<file path="config.mk">
export PLATFORM = sky130hd
export DESIGN_NAME = irq_pending_ctrl
export DESIGN_NICKNAME = d
export VERILOG_FILES = /design/src/rtl/irq_pending_ctrl.sv
export SDC_FILE = /design/constraint.sdc
export NUM_CORES = 1
export LEC_CHECK = 0
export CAP_MARGIN = 10
export CORE_MARGIN = 4
export CORE_UTILIZATION = 50
export DETAILED_ROUTE_END_ITERATION = 7
export GPL_TIMING_DRIVEN = 0
export HOLD_SLACK_MARGIN = 0.1
export PLACE_DENSITY = 0.85
export SETUP_SLACK_MARGIN = 0.4
export SLEW_MARGIN = 20
export SYNTH_ARGS = -nofsm -noshare
export SYNTH_HDL_FRONTEND = slang
export SYNTH_SLANG_ARGS = --single-unit
export TNS_END_PERCENT = 1
</file>
<file path="constraint.sdc">
create_clock -name clk -period 2.6 [get_ports clk]
set_clock_uncertainty 0.05 [all_clocks]
set_input_delay 0.52 -clock clk [delete_from_list [all_inputs] [get_ports clk]]
set_output_delay 0.52 -clock clk [all_outputs]
set_load 0.01 [all_outputs]
</file>
<file path="src/rtl/irq_pending_ctrl.sv">
// irq_pending_ctrl
//   Feeds the 8-to-3 priority encoder in the interrupt path. It synchronises
//   eight asynchronous request lines and latches each one as pending, either
//   on a rising edge or while the level is high. It then presents a frozen,
//   masked snapshot to the encoder, holds it until the consumer acks, and
//   clears the serviced bit using the encoder's index.
//
//   Ports
//     clk, rst_n  system clock (rising edge), async active-low reset
//     req[7:0]    async request lines (bit 7 highest downstream priority)
//     mask[7:0]   1 = keep bit out of the snapshot (still recorded as pending)
//     edge_mode   per bit: 1 = rising-edge latch, 0 = level latch
//     clr_all     synchronous clear of all pending/handshake state
//     ack,ack_idx single-cycle ack and the encoder index being serviced
//     pend_out    frozen masked snapshot (encoder Din)
//     irq_valid   pend_out is a nonzero snapshot awaiting ack
//     pend_raw    live unmasked pending register
//     ack_err     sticky: an ack named a bit absent from the snapshot

// Per-bit synchroniser, history flop and event detect.
module irq_sync_bit #(
   parameter int SYNC_STAGES = 2
) (
   input  logic clk,
   input  logic rst_n,
   input  logic din,
   input  logic edge_sel,
   output logic set
);
   logic [SYNC_STAGES-1:0] sff;
   logic                   prev;
   logic                   sync;

   assign sync = sff[SYNC_STAGES-1];

   always_ff @(posedge clk or negedge rst_n) begin
      if (!rst_n) begin
         sff  <= '0;
         prev <= 1'b0;
      end else begin
         sff  <= {sff[SYNC_STAGES-2:0], din};
         prev <= sync;
      end
   end

   assign set = edge_sel ? (sync & ~prev) : sync;
endmodule

module irq_pending_ctrl #(
   parameter int SYNC_STAGES = 2
) (
   input  logic       clk,
   input  logic       rst_n,
   input  logic [7:0] req,
   input  logic [7:0] mask,
   input  logic [7:0] edge_mode,
   input  logic       clr_all,
   input  logic       ack,
   input  logic [2:0] ack_idx,
   output logic [7:0] pend_out,
   output logic       irq_valid,
   output logic [7:0] pend_raw,
   output logic       ack_err
);
   typedef enum logic [1:0] {IDLE, REQ, CLEAR} state_t;

   state_t     state, state_n;
   logic [7:0] set;
   logic [7:0] masked;
   logic [7:0] pend_raw_n, pend_out_n;
   logic       ack_err_n;
   logic [2:0] idx_q, idx_n;
   logic       clr_vld, clr_vld_n;   // the ack that led into CLEAR hit a snapshot bit

   genvar gi;
   generate
      for (gi = 0; gi < 8; gi++) begin : g_bit
         irq_sync_bit #(.SYNC_STAGES(SYNC_STAGES)) u_sync (
            .clk      (clk),
            .rst_n    (rst_n),
            .din      (req[gi]),
            .edge_sel (edge_mode[gi]),
            .set      (set[gi])
         );
      end
   endgenerate

   assign masked    = pend_raw & ~mask;
   assign irq_valid = (state == REQ);

   always_comb begin
      state_n    = state;
      pend_raw_n = pend_raw | set;
      pend_out_n = pend_out;
      ack_err_n  = ack_err;
      idx_n      = idx_q;
      clr_vld_n  = clr_vld;

      case (state)
         IDLE: begin
            pend_out_n = '0;
            if (masked != '0) begin
               pend_out_n = masked;
               state_n    = REQ;
            end
         end
         REQ: begin
            // pend_out stays frozen here; only an ack moves us on
            if (ack) begin
               idx_n      = ack_idx;
               clr_vld_n  = pend_out[ack_idx];
               if (!pend_out[ack_idx]) ack_err_n = 1'b1;
               pend_out_n = '0;
               state_n    = CLEAR;
            end
         end
         CLEAR: begin
            pend_out_n = '0;
            // an event landing on the serviced bit in this cycle survives
            if (clr_vld) pend_raw_n[idx_q] = set[idx_q];
            state_n = IDLE;
         end
         default: begin
            pend_out_n = '0;
            state_n    = IDLE;
         end
      endcase

      // clr_all overrides everything, including same-cycle events
      if (clr_all) begin
         pend_raw_n = '0;
         pend_out_n = '0;
         ack_err_n  = 1'b0;
         clr_vld_n  = 1'b0;
         state_n    = IDLE;
      end
   end

   always_ff @(posedge clk or negedge rst_n) begin
      if (!rst_n) begin
         state    <= IDLE;
         pend_raw <= '0;
         pend_out <= '0;
         ack_err  <= 1'b0;
         idx_q    <= '0;
         clr_vld  <= 1'b0;
      end else begin
         state    <= state_n;
         pend_raw <= pend_raw_n;
         pend_out <= pend_out_n;
         ack_err  <= ack_err_n;
         idx_q    <= idx_n;
         clr_vld  <= clr_vld_n;
      end
   end
endmodule
</file>
==> qor.yml, run 1 <==
synthesis:
  synthSimpleGateAreaFrac_pct: 12.7
  synth-xor-area-share_pct: 0
  synth_area_sq_um: 1720
  synth_cell_types: 28
  seq_area_frac_synth_pct: 68.4
  synth_seq_cells: 47
  synth.area.top_cells: "dfrtp_1 (68%), a22o_1 (4.6%), nor2b_1 (3.6%), nand2_1 (3.5%), mux4_1 (3.1%)"
  syn_nets: 156
  synth_top_area_cell: "dfrtp_1"
  netlist_instances: 125
  synth_top_family_by_area: "simple AND/OR/NAND/NOR gates"
  synth_top_area_share_pct: 68.4
  synth-adder-area-share_pct: 0
  synth.mux.area_fraction_pct: 5.60
  synth_compound_gate_area_share_pct: 12.7
  yosysWarnings: 0
  synth.avg_cell_area_sq_um: 13.8
place:
  numPortBuffers: 48
  preCtsSetupSlack_ps: 331
  place_congestion: 0.834
  dp_hpwl_mm: 2.84
layout:
  fillCellCount: 249
  final_nets: 215
  final_util_pct: 70.8
  synthToLayoutAreaGrowth_pct: 37.3
  drive_above_1_share_pct: 9.73
  final_cell_mix: "dfrtp_1 (47), clkdlybuf4s50_1 (47), nand2_1 (16)"
  antennaDiodeCount: 0
sta:
  finalSetupViolCount: 0
  rsz0062_at_grt: "no"
  setup_slack_ps: 477
  slew-limit-headroom_pct: 62.7
  drv_slew: 0
  finalCriticalPeriod_ps: 2120
  tightest_slew_ps: 560
  max_freq_mhz: 471
  timing.final.crit_share_pct: 81.6
  finalHoldWorstSlack_ps: 312
  hold_violations: 0
detailed_routing:
  wl_met2_mm: 1.81
  drc: 0
  dr.first_iter.drc_count: 50
  top_layer_used: "met4"
  drt_first_pass_iters: 4
  wl_met1_mm: 1.49
  wl_per_cell_microns: 15.7
  num_vias: 1229
  wirelength_mm: 3.62
  antenna_left: 0
  viasPerCell: 5.32
  routed-wl-met3_microns: 240
critical_path:
  r2r_slack_ps: 1040
  cp-end-kind: "output pin"
  critPathMaxFanout: 5
  r2r-end: "pend_raw[2]"
  arrival_ps: 1550
  worstSetupStartpointType: "flop"
  cp.required_ps: 2030
  r2r_start: "state[0]"
  r2r.worst_path.cells: 5
  worst-setup-path-type: "reg -> out"
floorplanning:
  rows: 21
  dieArea_sq_um: 4440
  ios: 49
  die_y_microns: 66.7
  die-width_microns: 66.7
  core_sq_um: 3340
  initial_core_util_pct: 51.6
pwr:
  ir_worst_vdd_mv: 0.395
  clkPwrFrac_pct: 22.9
  combPwrFrac_pct: 18.6
  p_int_mw: 1.06
  p_switching_mw: 0.404
  swShare_pct: 27.7
  leakagePower_nw: 1.03
  seq_power_share_pct: 58.5
  powerDensity_nw_per_um2: 619
global_routing:
  grt_pass1_wl_mm: 5.80
  overflow: 0
  grtUsageTotal_pct: 17.9
  antenna_found_initial: 0
  grt_max_degree: 25
  grt_pass1_vias: 1257
clocking:
  post_cts_resized: 0
  clk_pin_slew_worst_paths_ps: 130
  worst_skew_pair.late_latency_ps: 360
  htree_levels: 2
  numCtsBuffers: 5
  cts_buffer_depth: 2
  cts_tree: "built"
  root_buffer: "clkbuf_4"
  cts_sinks: 47
hold_path:
  min_path_type: "reg -> reg"
  worstHoldEndpoint: "g_bit[5].u_sync.sff[1]"
  hold_depth: 0
  hold_start: "g_bit[5].u_sync.sff[0]"
status:
  outcome: "finished, final reports clean"
flow_run:
  max_cap_viol_count: 0
-- logic make-up after synthesis --
family / count (synthesis)
flops: 47
simple gates: 38
compound gates: 31
mux: 6
buf+inv: 3
-- stage by stage --
step / instance area [sq um] / instances / total power [mW] / TNS [ps]
finish: 2360 / 231 / 1.46 / 0
global route: 2360 / 231 / 1.54 / 0
CTS: 2350 / 229 / 1.47 / 0
detailed placement: 2280 / 220 / 1.13 / 0
global placement: 2260 / 219 / 1.11 / -8120
floorplan: 1720 / 125 / 0.981 / 0
-- power by group through the flow --
stage / combinational (mW) / clock (mW) / sequential (mW)
4_1_cts: 0.261 / 0.348 / 0.857
6_report: 0.271 / 0.335 / 0.856
2_1_floorplan: 0.122 / 0 / 0.859
3_3_place_gp: 0.246 / 0 / 0.866
5_1_grt: 0.294 / 0.377 / 0.867
3_5_place_dp: 0.259 / 0 / 0.870
-- cell usage after synthesis (all sizes together) --
library cell,count
nand4bb,1
mux4,2
a31oi,1
a311oi,1
clkbuf,1
nor3,3
a22o,9
nor3b,1
o221ai,1
nand4b,1
nand2,16
mux2,3
inv,2
o41ai,1
a21oi,7
o31ai,1
a21boi,2
mux2i,1
nor2,3
dfrtp,47
nor2b,11
nand2b,1
o21ai,6
nor4,1
o311a,1
a221oi,1
-- per-layer routing --
metal  up-vias  GRT usage [%]
li1        569              -
met1       605           21.5
met2        46           29.5
met3         9           6.07
met4         0           6.85
met5         -              0
-- area by class of cell --
class | instances | area [sq um] | share of cell area (%)
repair buffers | 52 | 528 | 22.4
clock buffers | 5 | 37.5 | 1.59
well taps | 46 | 57.6 | 2.44
plain buffers | 1 | 3.75 | 0.159
multi-input cells | 75 | 533 | 22.6
inverters | 2 | 7.51 | 0.318
flip-flops and latches | 47 | 1180 | 49.8
clock inverters | 3 | 18.8 | 0.794
-- worst max-delay path by stage --
stage / end / start / slack, ps / depth (start not counted)
2_1_floorplan: clr_vld / ack_idx[1] / 1110 / 3
3_3_place_gp: g_bit[1].u_sync.sff[0] / rst_n / -170 / 1
3_5_place_dp: clr_vld / ack_idx[1] / 330 / 4
4_1_cts: irq_valid / state[0] / 460 / 2
5_1_grt: irq_valid / state[1] / 420 / 2
6_report: irq_valid / state[1] / 480 / 2
-- sequential cells by signal (all words and copies together), names as in the netlist --
name	cells
ack_err	1
g_bit.u_sync.prev	8
g_bit.u_sync.sff	16
pend_raw	8
state	2
clr_vld	1
idx_q	3
pend_out	8
-- critical path, stage by stage (launching register included) --
cell             delay, ps
dfrtp_1                470
nor2b_4                180
clkdlybuf4s50_1        550
-- repair_timing --
action                                  4_1_cts  5_1_grt
hold buffers                                  1        0
hold endpoints to repair                     23        0
endpoints found under the setup margin        0        1
setup buffers                                 0        2
Note: power is estimated with default switching activity, not from simulation.
==> inputs of run 2 (changes only) <==
--- a/config.mk
+++ b/config.mk
@@ -7,11 +7,11 @@
 export LEC_CHECK = 0
 export CAP_MARGIN = 10
 export CORE_MARGIN = 4
-export CORE_UTILIZATION = 50
+export CORE_UTILIZATION = 46
 export DETAILED_ROUTE_END_ITERATION = 7
 export GPL_TIMING_DRIVEN = 0
 export HOLD_SLACK_MARGIN = 0.1
-export PLACE_DENSITY = 0.85
+export PLACE_DENSITY = 0.8
 export SETUP_SLACK_MARGIN = 0.4
 export SLEW_MARGIN = 20
 export SYNTH_ARGS = -nofsm -noshare
==> constraint.sdc (replaced) <==
create_clock -name clk -period 2.12 [get_ports clk]
set_clock_uncertainty 0.05 [all_clocks]
set_input_delay 0.424 -clock clk [delete_from_list [all_inputs] [get_ports clk]]
set_output_delay 0.424 -clock clk [all_outputs]
set_load 0.01 [all_outputs]
==> qor.yml, run 2 (synthesis gave the netlist of run 1 again) <==
critical_path:
  critPathSlowestCell: "clkdlybuf4s50_1"  # unchanged
  slowest_delay_ps: 560  # was 550 ps
  r2r_start: "state[0]"  # unchanged
  cp.depth: 1  # was 2
  cpLargestDelayFamily: "buffers and inverters"  # unchanged
  cp-end-kind: "output pin"  # unchanged
  worst-setup-path-type: "reg -> out"  # unchanged
  worstSetupStartpointType: "flop"  # unchanged
  crit_chain: "clkdlybuf4s50_1"  # was nor2b_4 > clkdlybuf4s50_1
  critPathMaxFanout: 3  # was 5
  r2r.worst_path.cells: 5  # unchanged
  critPathBufInv: 1  # unchanged
  cp.required_ps: 1650  # was 2030 ps
  r2r-end: "pend_raw[2]"  # unchanged
  arrival_ps: 1250  # was 1550 ps
  r2r_slack_ps: 500  # was 1040 ps
sta:
  slew-limit-headroom_pct: 62.0  # was 62.7%
  setup_slack_ps: 393  # was 477 ps
  max_freq_mhz: 579
  hold_violations: 0  # unchanged
  drv_slew: 0  # unchanged
  rsz0062_at_grt: "yes"  # was no
  setup_tns_ps: 0  # unchanged
  tightest_slew_ps: 567  # was 560 ps
  timing.final.crit_share_pct: 81.4
  finalSetupViolCount: 0  # unchanged
  finalHoldWorstSlack_ps: 303  # was 312 ps
  finalCriticalPeriod_ps: 1730
layout:
  multi_input_area_sq_um: 533  # unchanged
  synthToLayoutAreaGrowth_pct: 40.5  # was 37.3%
  final_nets: 214  # was 215
  final_util_pct: 69.7  # was 70.8%
  final_cell_mix: "dfrtp_1 (46), clkdlybuf4s50_1 (45), nand2_1 (16)"  # was dfrtp_1 (47), clkdlybuf4s50_1 (47), nand2_1 (16)
  ff_latch_area_sq_um: 1180  # about the same
  regMostFlops: "g_bit.u_sync.sff"  # unchanged
  antennaDiodeCount: 0  # unchanged
  drive_above_1_share_pct: 10.9  # was 9.73%
  final_common_cell: "dfrtp_1"
  largest_reg_flops: 16  # unchanged
  fillCellCount: 249  # unchanged
global_routing:
  grt_max_degree: 27  # was 25
  overflow: 0  # unchanged
  grt_pass1_wl_mm: 6.07  # was 5.80 mm
  grtUsageTotal_pct: 16.3  # was 17.9%
  antenna_found_initial: 0  # unchanged
  grt_pass1_vias: 1330  # was 1257
pwr:
  p_switching_mw: 0.519  # was 0.404 mW
  seq_power_share_pct: 51.5  # was 58.5%
  powerDensity_nw_per_um2: 843  # was 619 nW/um^2
  power_mw: 2.04  # was 1.46 mW
  p_int_mw: 1.52  # was 1.06 mW
  swShare_pct: 25.5  # was 27.7%
  clkPwrFrac_pct: 32.4  # was 22.9%
  combPwrFrac_pct: 16.1  # was 18.6%
  leakagePower_nw: 1.05  # was 1.03 nW
  ir_worst_vdd_mv: 0.650  # was 0.395 mV
detailed_routing:
  dr.first_iter.drc_count: 93  # was 50
  wl_per_cell_microns: 16.2  # was 15.7 microns
  antenna_left: 0  # unchanged
  drt_first_pass_iters: 4  # unchanged
  num_vias: 1245  # was 1229
  drc: 0  # unchanged
  wirelength_mm: 3.72  # was 3.62 mm
  viasPerCell: 5.41  # was 5.32
floorplanning:
  core_sq_um: 3470  # was 3340 sq um
  dieArea_sq_um: 4780  # was 4440 sq um
  die-width_microns: 69.2  # was 66.7 microns
  die_y_microns: 69.2  # was 66.7 microns
  ios: 49  # unchanged
  initial_core_util_pct: 49.6  # was 51.6%
  rows: 21  # unchanged
clocking:
  numCtsBuffers: 5  # unchanged
  clk_pin_slew_worst_paths_ps: 80  # was 130 ps
  cts_buffer_depth: 2  # unchanged
  worst_skew_pair.late_latency_ps: 300  # was 360 ps
  cts_sinks: 47  # unchanged
  root_buffer: "clkbuf_8"  # was clkbuf_4
  htree_levels: 2  # unchanged
  cts_tree: "built"  # unchanged
place:
  place_congestion: 0.830  # was 0.834
  preCtsSetupSlack_ps: -28.1  # was 331 ps
  dp_hpwl_mm: 2.85  # was 2.84 mm
  numPortBuffers: 48  # unchanged
hold_path:
  hold_start: "g_bit[7].u_sync.sff[0]"  # was g_bit[5].u_sync.sff[0]
  worstHoldEndpoint: "g_bit[7].u_sync.sff[1]"  # was g_bit[5].u_sync.sff[1]
  hold_depth: 0  # unchanged
  min_path_type: "reg -> reg"  # unchanged
flow_run:
  max_cap_viol_count: 0  # unchanged
status:
  outcome: "finished, final reports clean"  # unchanged
run 2: cell types whose count changed in the layout (fill, tap and decap cells not counted), sizes merged:
cell / previous run / this run
buf: 4 / 3
bufinv: 0 / 1
clkdlybuf4s50: 47 / 45
clkinv: 2 / 1
dlygate4sd2: 0 / 1
dlymetal6s2s: 0 / 1
run 2: worst max-delay path by stage:
stage / from / endpoint / slack, ps
5_1_grt: pend_raw[6] / pend_raw[6] / 350
6_report: pend_raw[6] / pend_raw[6] / 390
4_1_cts: ack_idx[1] / clr_vld / 290
3_3_place_gp: rst_n / g_bit[1].u_sync.sff[0] / -550
3_5_place_dp: ack_idx[1] / clr_vld / -30
2_1_floorplan: ack_idx[1] / clr_vld / 730
run 2: area by class of cell:
class | instances | area share, %
plain buffers | 1 | 0.155
multi-input cells | 75 | 22.0
well taps | 46 | 2.38
flip-flops and latches | 47 | 48.7
repair buffers | 51 | 21.6
inverters | 2 | 0.311
clock buffers | 5 | 2.85
clock inverters | 3 | 1.97
run 2: power groups by stage:
stage / sequential (mW) / clock [mW] / combinational, mW
final: 1.05 / 0.660 / 0.329
after global routing: 1.06 / 0.714 / 0.359
after CTS: 1.05 / 0.674 / 0.330
after detailed placement: 1.07 / 0 / 0.317
after global placement: 1.06 / 0 / 0.302
after floorplan: 1.05 / 0 / 0.150
run 2: timing repair:
item / in CTS / in global routing
endpoints found under the setup margin: 6 / 18
buffers inserted: 1 / 0
hold buffers: 1 / 0
gates resized for setup: 2 / 3
hold endpoints to repair: 21 / 0
run 2: per-layer routing:
layer | GRT usage [%] | wire [microns] | up-vias
met5 | 0 | 0 | -
met2 | 27.6 | 1910 | 55
met3 | 6.54 | 284 | 10
met4 | 7.81 | 98 | 0
li1 | - | - | 563
met1 | 17.5 | 1430 | 617
run 2: metrics by stage:
step	instances	cell area, sq um
global route	230	2420
floorplan	125	1720
global placement	219	2260
CTS	230	2410
finish	230	2420
detailed placement	220	2280
